File: config.mk
export PLATFORM = sky130hd
export DESIGN_NAME = msk_and_sched_flat
export DESIGN_NICKNAME = d
export VERILOG_FILES = /design/src/rtl/msk_and_sched_if.sv /design/src/rtl/msk_and_sched.sv /design/src/flat_wrapper.sv
export SDC_FILE = /design/constraint.sdc
export NUM_CORES = 1
export LEC_CHECK = 0
export BUFFER_PORTS_ARGS = -buffer_cell sky130_fd_sc_hd__buf_2
export CORE_MARGIN = 2
export CORE_UTILIZATION = 44
export DETAILED_ROUTE_END_ITERATION = 6
export PLACE_DENSITY = 0.75
export SLEW_MARGIN = 20
export SYNTH_ARGS = -nofsm -noshare
export SYNTH_HDL_FRONTEND = slang
export SYNTH_HIERARCHICAL = 1
export SYNTH_SLANG_ARGS = --single-unit
File: constraint.sdc
create_clock -name clk -period 3.6 [get_ports clk]
set_input_delay 0 -clock clk [delete_from_list [all_inputs] [get_ports clk]]
set_output_delay 0 -clock clk [all_outputs]
set_load 0.05 [all_outputs]
File: src/rtl/msk_and_sched_if.sv
// Bundle of requester, randomness, gadget and response signals around msk_and_sched.
// slave = scheduler side, master = environment side (requesters, PRNG, gadget, consumer).
interface msk_and_sched_if #(
  parameter int d    = 2,
  parameter int NREQ = 4
);
  localparam int IDW   = $clog2(NREQ);
  localparam int n_rnd = d * (d - 1) / 2;

  // requester i's sharing occupies bits [i*d +: d] of the flattened vector
  logic [NREQ-1:0]         req_valid;
  logic [NREQ-1:0]         req_ready;
  logic [NREQ-1:0][d-1:0]  req_a;
  logic [NREQ-1:0][d-1:0]  req_b;

  logic                    rnd_valid;
  logic                    rnd_ready;
  logic [n_rnd-1:0]        rnd_in;

  logic [d-1:0]            and_ina;
  logic [d-1:0]            and_inb;
  logic [n_rnd-1:0]        and_rnd;
  logic [d-1:0]            and_out;

  logic                    rsp_valid;
  logic                    rsp_ready;
  logic [IDW-1:0]          rsp_id;
  logic [d-1:0]            rsp_data;

  modport slave (
    input  req_valid, req_a, req_b, rnd_valid, rnd_in, and_out, rsp_ready,
    output req_ready, rnd_ready, and_ina, and_inb, and_rnd, rsp_valid, rsp_id, rsp_data
  );

  modport master (
    output req_valid, req_a, req_b, rnd_valid, rnd_in, and_out, rsp_ready,
    input  req_ready, rnd_ready, and_ina, and_inb, and_rnd, rsp_valid, rsp_id, rsp_data
  );
endinterface

File: src/rtl/msk_and_sched.sv
// Round-robin scheduler sharing one 1-cycle masked AND gadget among NREQ requesters.
// Define MSKAND_SCHED_IDLE_ZERO_EN to force gadget inputs to zero in non-issue cycles.

module msk_and_sched_lane #(
  parameter int d = 2
) (
  input  logic         sel,
  input  logic [d-1:0] a,
  input  logic [d-1:0] b,
  output logic [d-1:0] ga,
  output logic [d-1:0] gb
);
  assign ga = a & {d{sel}};
  assign gb = b & {d{sel}};
endmodule

module msk_and_sched #(
  parameter int d    = 2,
  parameter int NREQ = 4
) (
  input logic              clk,
  input logic              rst,
  msk_and_sched_if.slave   bus
);
  localparam int IDW   = $clog2(NREQ);
  localparam int n_rnd = d * (d - 1) / 2;

  typedef struct packed {
    logic [IDW-1:0] id;
    logic [d-1:0]   data;
  } rsp_t;

  logic [IDW-1:0]         rr_ptr;
  logic [IDW-1:0]         g;
  logic                   any_req;
  logic [NREQ-1:0]        gnt_oh;
  logic [NREQ-1:0]        sel_oh;
  logic                   inflight;
  logic [IDW-1:0]         inflight_id;
  logic                   wr_ptr, rd_ptr;
  logic [1:0]             fifo_count;
  rsp_t                   mem [2];
  logic                   pop, space, issue;
  logic [2:0]             occ;
  logic [NREQ-1:0][d-1:0] ga, gb;
  logic [d-1:0]           ina, inb;

  function automatic logic [IDW-1:0] wrap_inc(input logic [IDW-1:0] v);
    return (v == IDW'(NREQ - 1)) ? '0 : v + 1'b1;
  endfunction

  // scan rr_ptr, rr_ptr+1, ... and take the first valid requester
  always_comb begin
    logic [IDW-1:0] idx;
    g       = rr_ptr;
    any_req = 1'b0;
    idx     = rr_ptr;
    for (int k = 0; k < NREQ; k++) begin
      if (!any_req && bus.req_valid[idx]) begin
        g       = idx;
        any_req = 1'b1;
      end
      idx = wrap_inc(idx);
    end
  end

  always_comb begin
    gnt_oh    = '0;
    gnt_oh[g] = 1'b1;
  end

  assign pop   = bus.rsp_valid & bus.rsp_ready;
  assign occ   = {1'b0, fifo_count} + {2'b00, inflight} - {2'b00, pop};
  assign space = (occ < 3'd2);
  assign issue = any_req & bus.rnd_valid & space & ~rst;

  assign bus.req_ready = issue ? gnt_oh : '0;
  assign bus.rnd_ready = issue;

`ifdef MSKAND_SCHED_IDLE_ZERO_EN
  assign sel_oh      = issue ? gnt_oh : '0;
  assign bus.and_rnd = issue ? bus.rnd_in : '0;
`else
  // idle cycles keep presenting the scan's selection; the gadget result is dropped
  assign sel_oh      = gnt_oh;
  assign bus.and_rnd = bus.rnd_in;
`endif

  for (genvar i = 0; i < NREQ; i++) begin : g_lane
    msk_and_sched_lane #(.d(d)) u_lane (
      .sel (sel_oh[i]),
      .a   (bus.req_a[i]),
      .b   (bus.req_b[i]),
      .ga  (ga[i]),
      .gb  (gb[i])
    );
  end

  always_comb begin
    ina = '0;
    inb = '0;
    for (int i = 0; i < NREQ; i++) begin
      ina = ina | ga[i];
      inb = inb | gb[i];
    end
  end

  assign bus.and_ina = ina;
  assign bus.and_inb = inb;

  always_ff @(posedge clk) begin
    if (rst) begin
      rr_ptr      <= '0;
      inflight    <= 1'b0;
      inflight_id <= '0;
      wr_ptr      <= 1'b0;
      rd_ptr      <= 1'b0;
      fifo_count  <= '0;
      mem[0]      <= '0;
      mem[1]      <= '0;
    end else begin
      inflight <= issue;
      if (issue) begin
        rr_ptr      <= wrap_inc(g);
        inflight_id <= g;
      end
      // gadget output is valid exactly one cycle after issue
      if (inflight) begin
        mem[wr_ptr] <= '{id: inflight_id, data: bus.and_out};
        wr_ptr      <= ~wr_ptr;
      end
      if (pop)
        rd_ptr <= ~rd_ptr;
      fifo_count <= fifo_count + {1'b0, inflight} - {1'b0, pop};
    end
  end

  assign bus.rsp_valid = (fifo_count != 2'd0);
  assign bus.rsp_id    = mem[rd_ptr].id;
  assign bus.rsp_data  = mem[rd_ptr].data;

endmodule

File: src/flat_wrapper.sv
// flat-port wrapper written by rule: the top's interface ports become plain ports
module msk_and_sched_flat 
#(
  parameter int d    = 2,
  parameter int NREQ = 4
)
  (clk, rst, bus_req_valid, bus_req_a, bus_req_b, bus_rnd_valid, bus_rnd_in, bus_and_out, bus_rsp_ready, bus_req_ready, bus_rnd_ready, bus_and_ina, bus_and_inb, bus_and_rnd, bus_rsp_valid, bus_rsp_id, bus_rsp_data);
  msk_and_sched_if #(.d(d), .NREQ(NREQ)) bus_i ();
  input logic clk;
  input logic rst;
  input wire logic [$bits(bus_i.req_valid)-1:0] bus_req_valid;
  input wire logic [$bits(bus_i.req_a)-1:0] bus_req_a;
  input wire logic [$bits(bus_i.req_b)-1:0] bus_req_b;
  input wire logic [$bits(bus_i.rnd_valid)-1:0] bus_rnd_valid;
  input wire logic [$bits(bus_i.rnd_in)-1:0] bus_rnd_in;
  input wire logic [$bits(bus_i.and_out)-1:0] bus_and_out;
  input wire logic [$bits(bus_i.rsp_ready)-1:0] bus_rsp_ready;
  output wire logic [$bits(bus_i.req_ready)-1:0] bus_req_ready;
  output wire logic [$bits(bus_i.rnd_ready)-1:0] bus_rnd_ready;
  output wire logic [$bits(bus_i.and_ina)-1:0] bus_and_ina;
  output wire logic [$bits(bus_i.and_inb)-1:0] bus_and_inb;
  output wire logic [$bits(bus_i.and_rnd)-1:0] bus_and_rnd;
  output wire logic [$bits(bus_i.rsp_valid)-1:0] bus_rsp_valid;
  output wire logic [$bits(bus_i.rsp_id)-1:0] bus_rsp_id;
  output wire logic [$bits(bus_i.rsp_data)-1:0] bus_rsp_data;
  assign bus_i.req_valid = bus_req_valid;
  assign bus_i.req_a = bus_req_a;
  assign bus_i.req_b = bus_req_b;
  assign bus_i.rnd_valid = bus_rnd_valid;
  assign bus_i.rnd_in = bus_rnd_in;
  assign bus_i.and_out = bus_and_out;
  assign bus_i.rsp_ready = bus_rsp_ready;
  assign bus_req_ready = bus_i.req_ready;
  assign bus_rnd_ready = bus_i.rnd_ready;
  assign bus_and_ina = bus_i.and_ina;
  assign bus_and_inb = bus_i.and_inb;
  assign bus_and_rnd = bus_i.and_rnd;
  assign bus_rsp_valid = bus_i.rsp_valid;
  assign bus_rsp_id = bus_i.rsp_id;
  assign bus_rsp_data = bus_i.rsp_data;
  msk_and_sched #(.d(d), .NREQ(NREQ)) u_core (.clk(clk), .rst(rst), .bus(bus_i));
endmodule
==> reports/summary.txt <==
Crit path largest cell delay = 0.46 ns
# port buffers = 39
post-synthesis simple-gate area fraction = 31.0%
num rows = 20
Hold Path End = bus_and_rnd
Min-Delay Path Class = primary input to output pin
slew margin rel. = 67.0%
CP arrival = 3.44 ns
Slowest cell on crit path = ha_2
XOR/XNOR Fraction of Synth Area = 1.25%
detailed placement HPWL = 2220 um
Die ar. = 0.00366 mm2
CP Class = flop to output pin
routed length per instance = 12.4 um
Setup TNS = 0 ns
Hold Startpoint = bus_rnd_in
largest net degree at the start of global routing = 17
htree depth = 1
clk root buf = clkbuf_4
hold path depth = 0
largest family of logic cells by synthesized area = simple AND/OR/NAND/NOR gates
CP Capture Type = output pin
flop and latch count out of synthesis = 18
most frequent cell after synthesis = and2_1
Worst Skew = 0.00784 ns
CP Data Required Time = 3.60 ns
TritonCTS clock tree = built
worst slack, placed = 0.310 ns
Max Clock Freq = 290 MHz
Initial DRC Count = 39
post-synth top area share = 17.1%
share of layout cells above drive strength 1 = 35.3%
startpoint types = flop
largest fanout on the critical path = 11
gr ovfl total = 0
Post-Syn Area = 0.00141 mm2
final worst slack = 0.156 ns
Via density = 5.21
Synth top cells by count = 18 x and2_1, 16 x nor2_1, 10 x dfxtp_1
Non-Filler Instances = 228
pin slew with the least headroom to its limit = 0.488 ns
fin. max-slew vios = 0
Adder-Cell Fraction of Synth Area = 7.65%
Worst Reg-to-Reg Cells = 12
Metal-1 WL = 1240 um
Critical Path, Cell by Cell = ha_2, mux2i_1, mux2i_1, a211o_1, a32oi_2, nand2_1, ha_1, and2_1, or4_1, buf_2
DR pass1 iterations = 4
CORE AREA = 0.00305 mm2
Synth area leaders = edfxtp_1 17%, dfxtp_1 14%, and2_1 8.0%
Reg2Reg Setup Slack = 0.62 ns
first-pass GRT wire length = 4520 um
fin nets = 220
Max Cap Viol = 0
uppermost layer routed = met4
Post-synth EDFFs = 8
clk buf depth = 2
Yosys cell types = 47
GP Congestion = 0.838
register area share after synthesis = 31.3%
syn avg cell area = 9.38 um2
Post-Synthesis Cells = 150
total vias in the final route = 1187
clk slew on worst S/H paths = 0.10 ns
# setup viols final = 0
# hold bufs at CTS = 0
Hold Vio Cnt, Final = 0
Tmin final = 3.44 ns
most used flip-flop cell after synthesis = dfxtp_1
cts bufs inserted = 3
clk_lat worst skew = 0.28 ns
Post-synth ARST share = 0%
RSZ-0062 raised after global routing = no
Reg2Reg Launch Point = u_core/fifo_count[1]
initial antenna violation count = 0
Num Clock Sinks = 18
DRC = 0
cell mode on critical path = mux2i_1
Die X = 60.5 um
Routed Antenna Nets = 0
antenna cells = 0
Inst Count DP = 224
mux share of post-synthesis cell area = 9.16%
number of global-route vias before repair = 1071
Synth Area in Compound Gates = 12.7%
routed wl met3 = 73 um
Total Wirelength = 2820 um
IO Pins = 42
status = complete, no violations
Final Cycle Share = 95.7%
Die Ht = 60.5 um
GRT Resource Usage Total = 15.9%
RR Endpoint = u_core/inflight_id[1]
syn nets = 185
Yosys top cell by area = edfxtp_1
initial core utilization = 46.1%
Ys Warns = 6
DR WL met2 = 1500 um
Layout Area Growth over Synthesis = 16.4%
## stage by stage
step	cell area, um2	util (%)	hold WS [ns]
floorplan	1410	-	0.167
global placement	1590	52.0	0.000934
detailed placement	1590	52.0	0.000934
CTS	1630	53.3	0.000934
global route	1640	53.6	0.000607
finish	1640	53.6	0.000515
## placed cells by master, fill, tap and decap left out, types with 6 or more instances in the layout
cell and n:
inv_1 7, and2_1 18, nand2b_1 8, nor2_1 16
dfxtp_1 9, edfxtp_1 8, ha_1 6, buf_2 39
## state kept, by name (all words and copies together) (netlist names), named ones only
| name | cells |
|---|---|
| u_core/inflight_id | 2 |
| u_core/rd_ptr | 1 |
| u_core/rr_ptr | 2 |
| u_core/mem | 8 |
| u_core/fifo_count | 2 |
| u_core/inflight | 1 |
| u_core/wr_ptr | 1 |
## final cells by class
type / instances / area (um2)
Clock buffer: 4 / 36.3
Fill cell: 288 / 1420
Inverter: 8 / 30.0
Multi-Input combinational cell: 115 / 878
Sequential cell: 18 / 442
Tap cell: 44 / 55.1
Timing Repair Buffer: 39 / 195
## kinds of logic after synthesis
| family | count (synthesis) |
|---|---|
| AOI/OAI and AO/OA | 20 |
| and+or+nand+nor | 74 |
| muxes | 11 |
| buffers and inverters | 17 |
| adders and majority gates | 8 |
| xor gates and xnor gates | 2 |
| DFF | 18 |
## repair_timing
action / in CTS / in global routing
setup buffers: 0 / 0
setup endpoints to repair: 4 / 4
resized for setup: 1 / 2
## layer usage
metal	vias to the layer above	GRT usage, %
met5	-	0
met4	0	4.66
met3	4	1.07
met2	32	29.2
met1	553	20.1
li1	598	-
## worst max-delay path by stage
stage	end	startpoint	slack (ns)
final	bus_and_ina[0]	u_core/rr_ptr[0]	0.16
after global routing	bus_req_ready[1]	u_core/fifo_count[1]	0.02
after CTS	bus_and_ina[0]	u_core/rr_ptr[0]	0.03
after detailed placement	bus_and_ina[0]	u_core/rr_ptr[0]	0.31
after global placement	bus_and_ina[0]	u_core/rr_ptr[0]	0.42
after floorplan	bus_req_ready[0]	u_core/fifo_count[1]	0.56
## worst max-delay path: cells and delay by family, from the launching register on
kind,cells,cell delay [ns]
muxes,2,0.50
DFF,1,0.39
adders and majority gates,2,0.72
and+or+nand+nor,3,0.73
AOI/OAI and AO/OA,2,0.59
buffers and inverters,1,0.22
Power is not shown: default switching activity piles up to over one toggle a cycle in this logic, so the estimate is an artifact.
